File: src/rtl/fifo_wr_arbiter.sv
// fifo_wr_arbiter: round-robin arbiter sharing one synchronous FIFO write port
// among NUM_REQ valid/ready producers. A grant lasts up to MAX_BURST beats and
// ends early when the owner drops valid. FIFO full stalls the owner in place.
module fifo_wr_arbiter #(
    parameter  int NUM_REQ    = 4,
    parameter  int DATA_WIDTH = 8,
    parameter  int MAX_BURST  = 4,
    localparam int IDX_W      = $clog2(NUM_REQ)
) (
    input  logic                          clk,
    input  logic                          rst,
    input  logic [NUM_REQ-1:0]            req_valid,
    input  logic [NUM_REQ*DATA_WIDTH-1:0] req_data,
    output logic [NUM_REQ-1:0]            req_ready,
    input  logic                          fifo_full,
    output logic                          fifo_w_en,
    output logic [DATA_WIDTH-1:0]         fifo_data_in,
    output logic [IDX_W-1:0]              grant_id,
    output logic                          busy
);

    localparam int CNT_W = $clog2(MAX_BURST + 1);

    typedef enum logic {
        ST_IDLE  = 1'b0,
        ST_BURST = 1'b1
    } state_t;

    state_t           r_state, w_state_next;
    logic [IDX_W-1:0] r_owner, w_owner_next;
    logic [IDX_W-1:0] r_rr_ptr, w_rr_ptr_next;
    logic [CNT_W-1:0] r_beat_cnt, w_beat_cnt_next;

    // Candidate index at each priority position, rotated so position 0 is rr_ptr.
    logic [IDX_W-1:0]      w_cand [NUM_REQ];
    logic [NUM_REQ-1:0]    w_hit;
    logic [DATA_WIDTH-1:0] w_slice [NUM_REQ];
    logic [IDX_W-1:0]      w_pick;
    logic                  w_burst;
    logic                  w_owner_valid;
    logic                  w_xfer;
    logic                  w_last_beat;
    logic [IDX_W-1:0]      w_owner_inc;

    assign w_burst = (r_state == ST_BURST);

    for (genvar gi = 0; gi < NUM_REQ; gi++) begin : g_req
        // rr_ptr + gi never exceeds 2*NUM_REQ-2, so one conditional subtract wraps it.
        logic [IDX_W:0] w_sum;
        assign w_sum       = {1'b0, r_rr_ptr} + (IDX_W + 1)'(gi);
        assign w_cand[gi]  = (w_sum >= (IDX_W + 1)'(NUM_REQ))
                           ? IDX_W'(w_sum - (IDX_W + 1)'(NUM_REQ))
                           : w_sum[IDX_W-1:0];
        assign w_hit[gi]   = req_valid[w_cand[gi]];
        assign w_slice[gi] = req_data[gi*DATA_WIDTH +: DATA_WIDTH];
        // Only the owner may see ready, and only while the FIFO can take a word.
        assign req_ready[gi] = w_burst & ~fifo_full & (r_owner == IDX_W'(gi));
    end

    // Pick the lowest priority position holding a valid requester.
    always_comb begin
        w_pick = w_cand[0];
        for (int k = NUM_REQ - 1; k >= 0; k--) begin
            if (w_hit[k]) begin
                w_pick = w_cand[k];
            end
        end
    end

    assign w_owner_valid = req_valid[r_owner];
    assign w_xfer        = w_burst & w_owner_valid & ~fifo_full;
    assign w_last_beat   = (r_beat_cnt == CNT_W'(MAX_BURST - 1));
    assign w_owner_inc   = (r_owner == IDX_W'(NUM_REQ - 1)) ? '0 : r_owner + IDX_W'(1);

    // State register; reset abandons any burst in progress.
    always_ff @(posedge clk or posedge rst) begin
        if (rst) begin
            r_state    <= ST_IDLE;
            r_owner    <= '0;
            r_rr_ptr   <= '0;
            r_beat_cnt <= '0;
        end else begin
            r_state    <= w_state_next;
            r_owner    <= w_owner_next;
            r_rr_ptr   <= w_rr_ptr_next;
            r_beat_cnt <= w_beat_cnt_next;
        end
    end

    // Next-state logic and FIFO write outputs.
    always_comb begin
        w_state_next    = r_state;
        w_owner_next    = r_owner;
        w_rr_ptr_next   = r_rr_ptr;
        w_beat_cnt_next = r_beat_cnt;
        fifo_w_en       = 1'b0;
        fifo_data_in    = '0;
        case (r_state)
            ST_IDLE: begin
                if (|req_valid) begin
                    w_owner_next    = w_pick;
                    w_beat_cnt_next = '0;
                    w_state_next    = ST_BURST;
                end
            end
            ST_BURST: begin
                if (!w_owner_valid) begin
                    // Owner released early: hand priority to the next index.
                    w_state_next    = ST_IDLE;
                    w_rr_ptr_next   = w_owner_inc;
                    w_beat_cnt_next = '0;
                end else if (w_xfer) begin
                    fifo_w_en    = 1'b1;
                    fifo_data_in = w_slice[r_owner];
                    if (w_last_beat) begin
                        w_state_next    = ST_IDLE;
                        w_rr_ptr_next   = w_owner_inc;
                        w_beat_cnt_next = '0;
                    end else begin
                        w_beat_cnt_next = r_beat_cnt + CNT_W'(1);
                    end
                end
                // Otherwise FIFO full with owner valid: hold everything.
            end
            default: begin
                w_state_next = ST_IDLE;
            end
        endcase
    end

    assign grant_id = r_owner;
    assign busy     = w_burst;

endmodule

File: config.mk
export PLATFORM = sky130hd
export DESIGN_NAME = fifo_wr_arbiter
export DESIGN_NICKNAME = d
export VERILOG_FILES = /design/src/rtl/fifo_wr_arbiter.sv
export SDC_FILE = /design/constraint.sdc
export NUM_CORES = 1
export LEC_CHECK = 0
export CAP_MARGIN = 20
export CORE_MARGIN = 10
export CORE_UTILIZATION = 50
export DETAILED_ROUTE_END_ITERATION = 16
export DONT_BUFFER_PORTS = 1
export PLACE_DENSITY = 0.61
export RECOVER_POWER = 50
export SYNTH_ARGS = -nofsm -noshare
export SYNTH_HDL_FRONTEND = slang
export SYNTH_SLANG_ARGS = --single-unit
File: constraint.sdc
create_clock -name clk -period 3.1 [get_ports clk]
set_clock_uncertainty 0.1 [all_clocks]
set_input_delay 0.31 -clock clk [delete_from_list [all_inputs] [get_ports clk]]
set_output_delay 0.31 -clock clk [all_outputs]
set_load 0.05 [all_outputs]
==> impl_results.md <==
- Rel. slew slack: 48.2%
- Final-stage net count: 127
- Hpwl dp: 1800 µm
- GP Congestion: 0.880
- Layout area overhead: 5.79%
- Die height: 60.5 µm
- Async set-or-reset flop fraction in the synthesized netlist: 100%
- Final Critical Period: 2290 ps
- DRT antenna net count: 0
- Io pins: 55
- Clock Pin Slew Worst Setup and Hold Paths: 60 ps
- Most frequent cells after synthesis: mux4_2 (9), and3_2 (8), dfrtp_1 (8)
- Cts bufs inserted: 3
- Pwr Total: 0.945 mW
- Vias in the first global route: 628
- Distinct cells, synth: 29
- TNS Setup: 0 ps
- Status: completed
- Yosys reg bits: 8
- Pwr dens: 1090 mW/mm²
- Warnings, synthesis: 0
- Required time of the critical path: 2690 ps
- Largest net degree at the start of global routing: 16
- Post-route DRC: 0
- Synth Net Count: 122
- Final Util: 57.0%
- Core footprint: 0.00152 mm²
- Inserted Diodes: 0
- Design Area, Final: 868 µm²
- PortBufs: 0
- Count of flip-flops with a built-in enable after synthesis: 0
- Detailed Route Iter0 Violations: 17
- Vias per inst: 6.51
- CP Buf/Inv Count: 1
- Final setup viols: 0
- Crit path max fanout: 10
- Num rows: 14
- Slowest library cell on the worst path: dfrtp_1
- Slew Limit Fails: 0
- Post-Synthesis Cells: 78
- Root Buffer Master: clkbuf_4
- Grt ovf: 0
- Synth Cell Area: 821 µm²
- Area of the multi-input gates: 574 µm²
- Clk Latency, worst-skew pair: 260 ps
- Fillers: 126
- CTS max path bufs: 2
- Main synth FF type: dfrtp_1
- Starting Density: 53.9%
- Mean area per synthesized cell: 10.5 µm²
- Critical path startpoint category: flop
- Largest delay contributor family on the critical path: flip-flops
- Post-CTS resize count: 0
- Drt pass-1 iters: 4
- Final worst slack: 814 ps
- First-pass GRT wire length: 3070 µm
- Share of cells above drive strength 1: 37.0%
- Crit end category: output pin
- Synth top area share: 24.7%
- RSZ-0062 raised after global routing: false
- Slowest cell delay on critical path: 660 ps
- Pre-CTS setup slack: 1050 ps
- Final hold vios: 0
- Leakage: 0.414 nW
- Initial antenna violation count: 0
- Crit path cell chain: buf_4 -> ha_1 -> and2_1
- WS Path Type: flop to output pin
- WP data arrival: 1880 ps
- Worst-case vdd ir drop: 0.000626 V
- Synth top area cells: mux4_2 (25%), dfrtp_1 (24%), ha_1 (7.6%)
- Routed WL: 2170 µm
- Tightest Pin Transition: 777 ps
- Number of max-cap violations: 0
- Wire per inst: 22.4 µm
- Clk sinks: 8
- Seq/Total Area, Yosys: 24.4%
- Cell Area, Placed: 840 µm²
- Die X: 60.5 µm
- Vias after detailed routing: 631
- Die area: 0.00366 mm²
- CTS tree: done
- Depth of the CTS H-tree: 1
- Most common cell in the netlist: mux4_2
- Register area: 200 µm²
- Gr usage total: 10.6%
- Fmax: 438 MHz
- Tcrit/Tclk final: 73.7%
- HP Class: input pin to flop
- Cell taking the most area after synthesis: mux4_2
[metrics by stage]
stage,hold slack (ps),instances
global route,144,97
finish,132,97
CTS,126,97
detailed placement,73.2,93
global placement,61.6,93
floorplan,25.7,78
[cell type report]
cell class | instances | share of cell area (%)
timing repair buffer | 4 | 3.31
tap | 16 | 2.31
clock buffer | 3 | 2.59
inverter | 6 | 2.59
sequential | 8 | 23.1
multi-input combinational | 60 | 66.1
[cells by family after synthesis]
kind of cell | Yosys count | share of synthesized area, %
and+or+nand+nor | 30 | 22.7
muxes | 14 | 31.2
DFF | 8 | 24.4
adders and majority gates | 5 | 7.62
AOI/OAI and AO/OA | 11 | 8.38
buffers and inverters | 10 | 5.64
[placed cells by master (no fill, tap or decap)]
| cell type | n |
|---|---|
| inv_1 | 6 |
| nand2_1 | 3 |
| o221ai_1 | 1 |
| mux2_2 | 3 |
| and3_1 | 1 |
| nand2_4 | 1 |
| nor2_2 | 1 |
| nor2b_1 | 1 |
| nor4_1 | 1 |
| nor3_1 | 1 |
| and2b_2 | 2 |
| a21oi_1 | 3 |
| mux4_2 | 9 |
| mux2i_1 | 2 |
| and3_2 | 8 |
| a31oi_1 | 1 |
| a211o_1 | 1 |
| nor2_1 | 5 |
| o22ai_1 | 1 |
| o21ai_0 | 3 |
| nand2b_1 | 1 |
| clkbuf_4 | 3 |
| ha_1 | 5 |
| and2_1 | 4 |
| clkbuf_1 | 1 |
| buf_4 | 2 |
| nand2_2 | 1 |
| dfrtp_1 | 8 |
| dlygate4sd3_1 | 1 |
| a22o_1 | 1 |
[registers in the layout (all words and copies together) (netlist names)]
| name | flops |
|---|---|
| r_rr_ptr | 2 |
| grant_id | 2 |
| busy | 1 |
| r_beat_cnt | 3 |
[what timing repair did]
action,4_1_cts,5_1_grt
hold endpoints to repair,8,0
setup endpoints to repair,0,0
buffers inserted,0,0
hold buffers,1,0
[path summary, 6_finish.rpt]
check | start | end | slack (ps) | cells past startpoint
worst min-delay path | req_valid[1] | grant_id[0]$_DFFE_PP0P_ | 130 | 2
worst min register to register | r_beat_cnt[2]$_DFFE_PP0P_ | r_beat_cnt[2]$_DFFE_PP0P_ | 410 | 1
max in group asynchronous | rst | r_beat_cnt[1]$_DFFE_PP0P_ | 2320 | 2
worst max-delay path | grant_id[0]$_DFFE_PP0P_ | req_ready[3] | 810 | 3
worst max register to register | grant_id[0]$_DFFE_PP0P_ | r_rr_ptr[1]$_DFFE_PP0P_ | 1050 | 4
min in group asynchronous | rst | r_rr_ptr[1]$_DFFE_PP0P_ | 340 | 2
[report_power, final]
group          total, mW  leakage [nW]  switching (mW)  internal (mW)
Combinational      0.656         0.301           0.415          0.241
Sequential         0.207        0.0990          0.0595          0.147
Clock             0.0828        0.0138          0.0383         0.0445
Total              0.945         0.414           0.513          0.432
[metal layers]
| metal | global-route usage, % | share of wire (%) | vias up |
|---|---|---|---|
| met1 | 11.1 | 37 | 289 |
| li1 | - | - | 295 |
| met2 | 17.5 | 44 | 45 |
| met3 | 5.22 | 18 | 2 |
| met4 | 4.70 | 0.65 | 0 |
| met5 | 0 | 0 | - |
No activity file was read; power rests on OpenSTA's default activity.
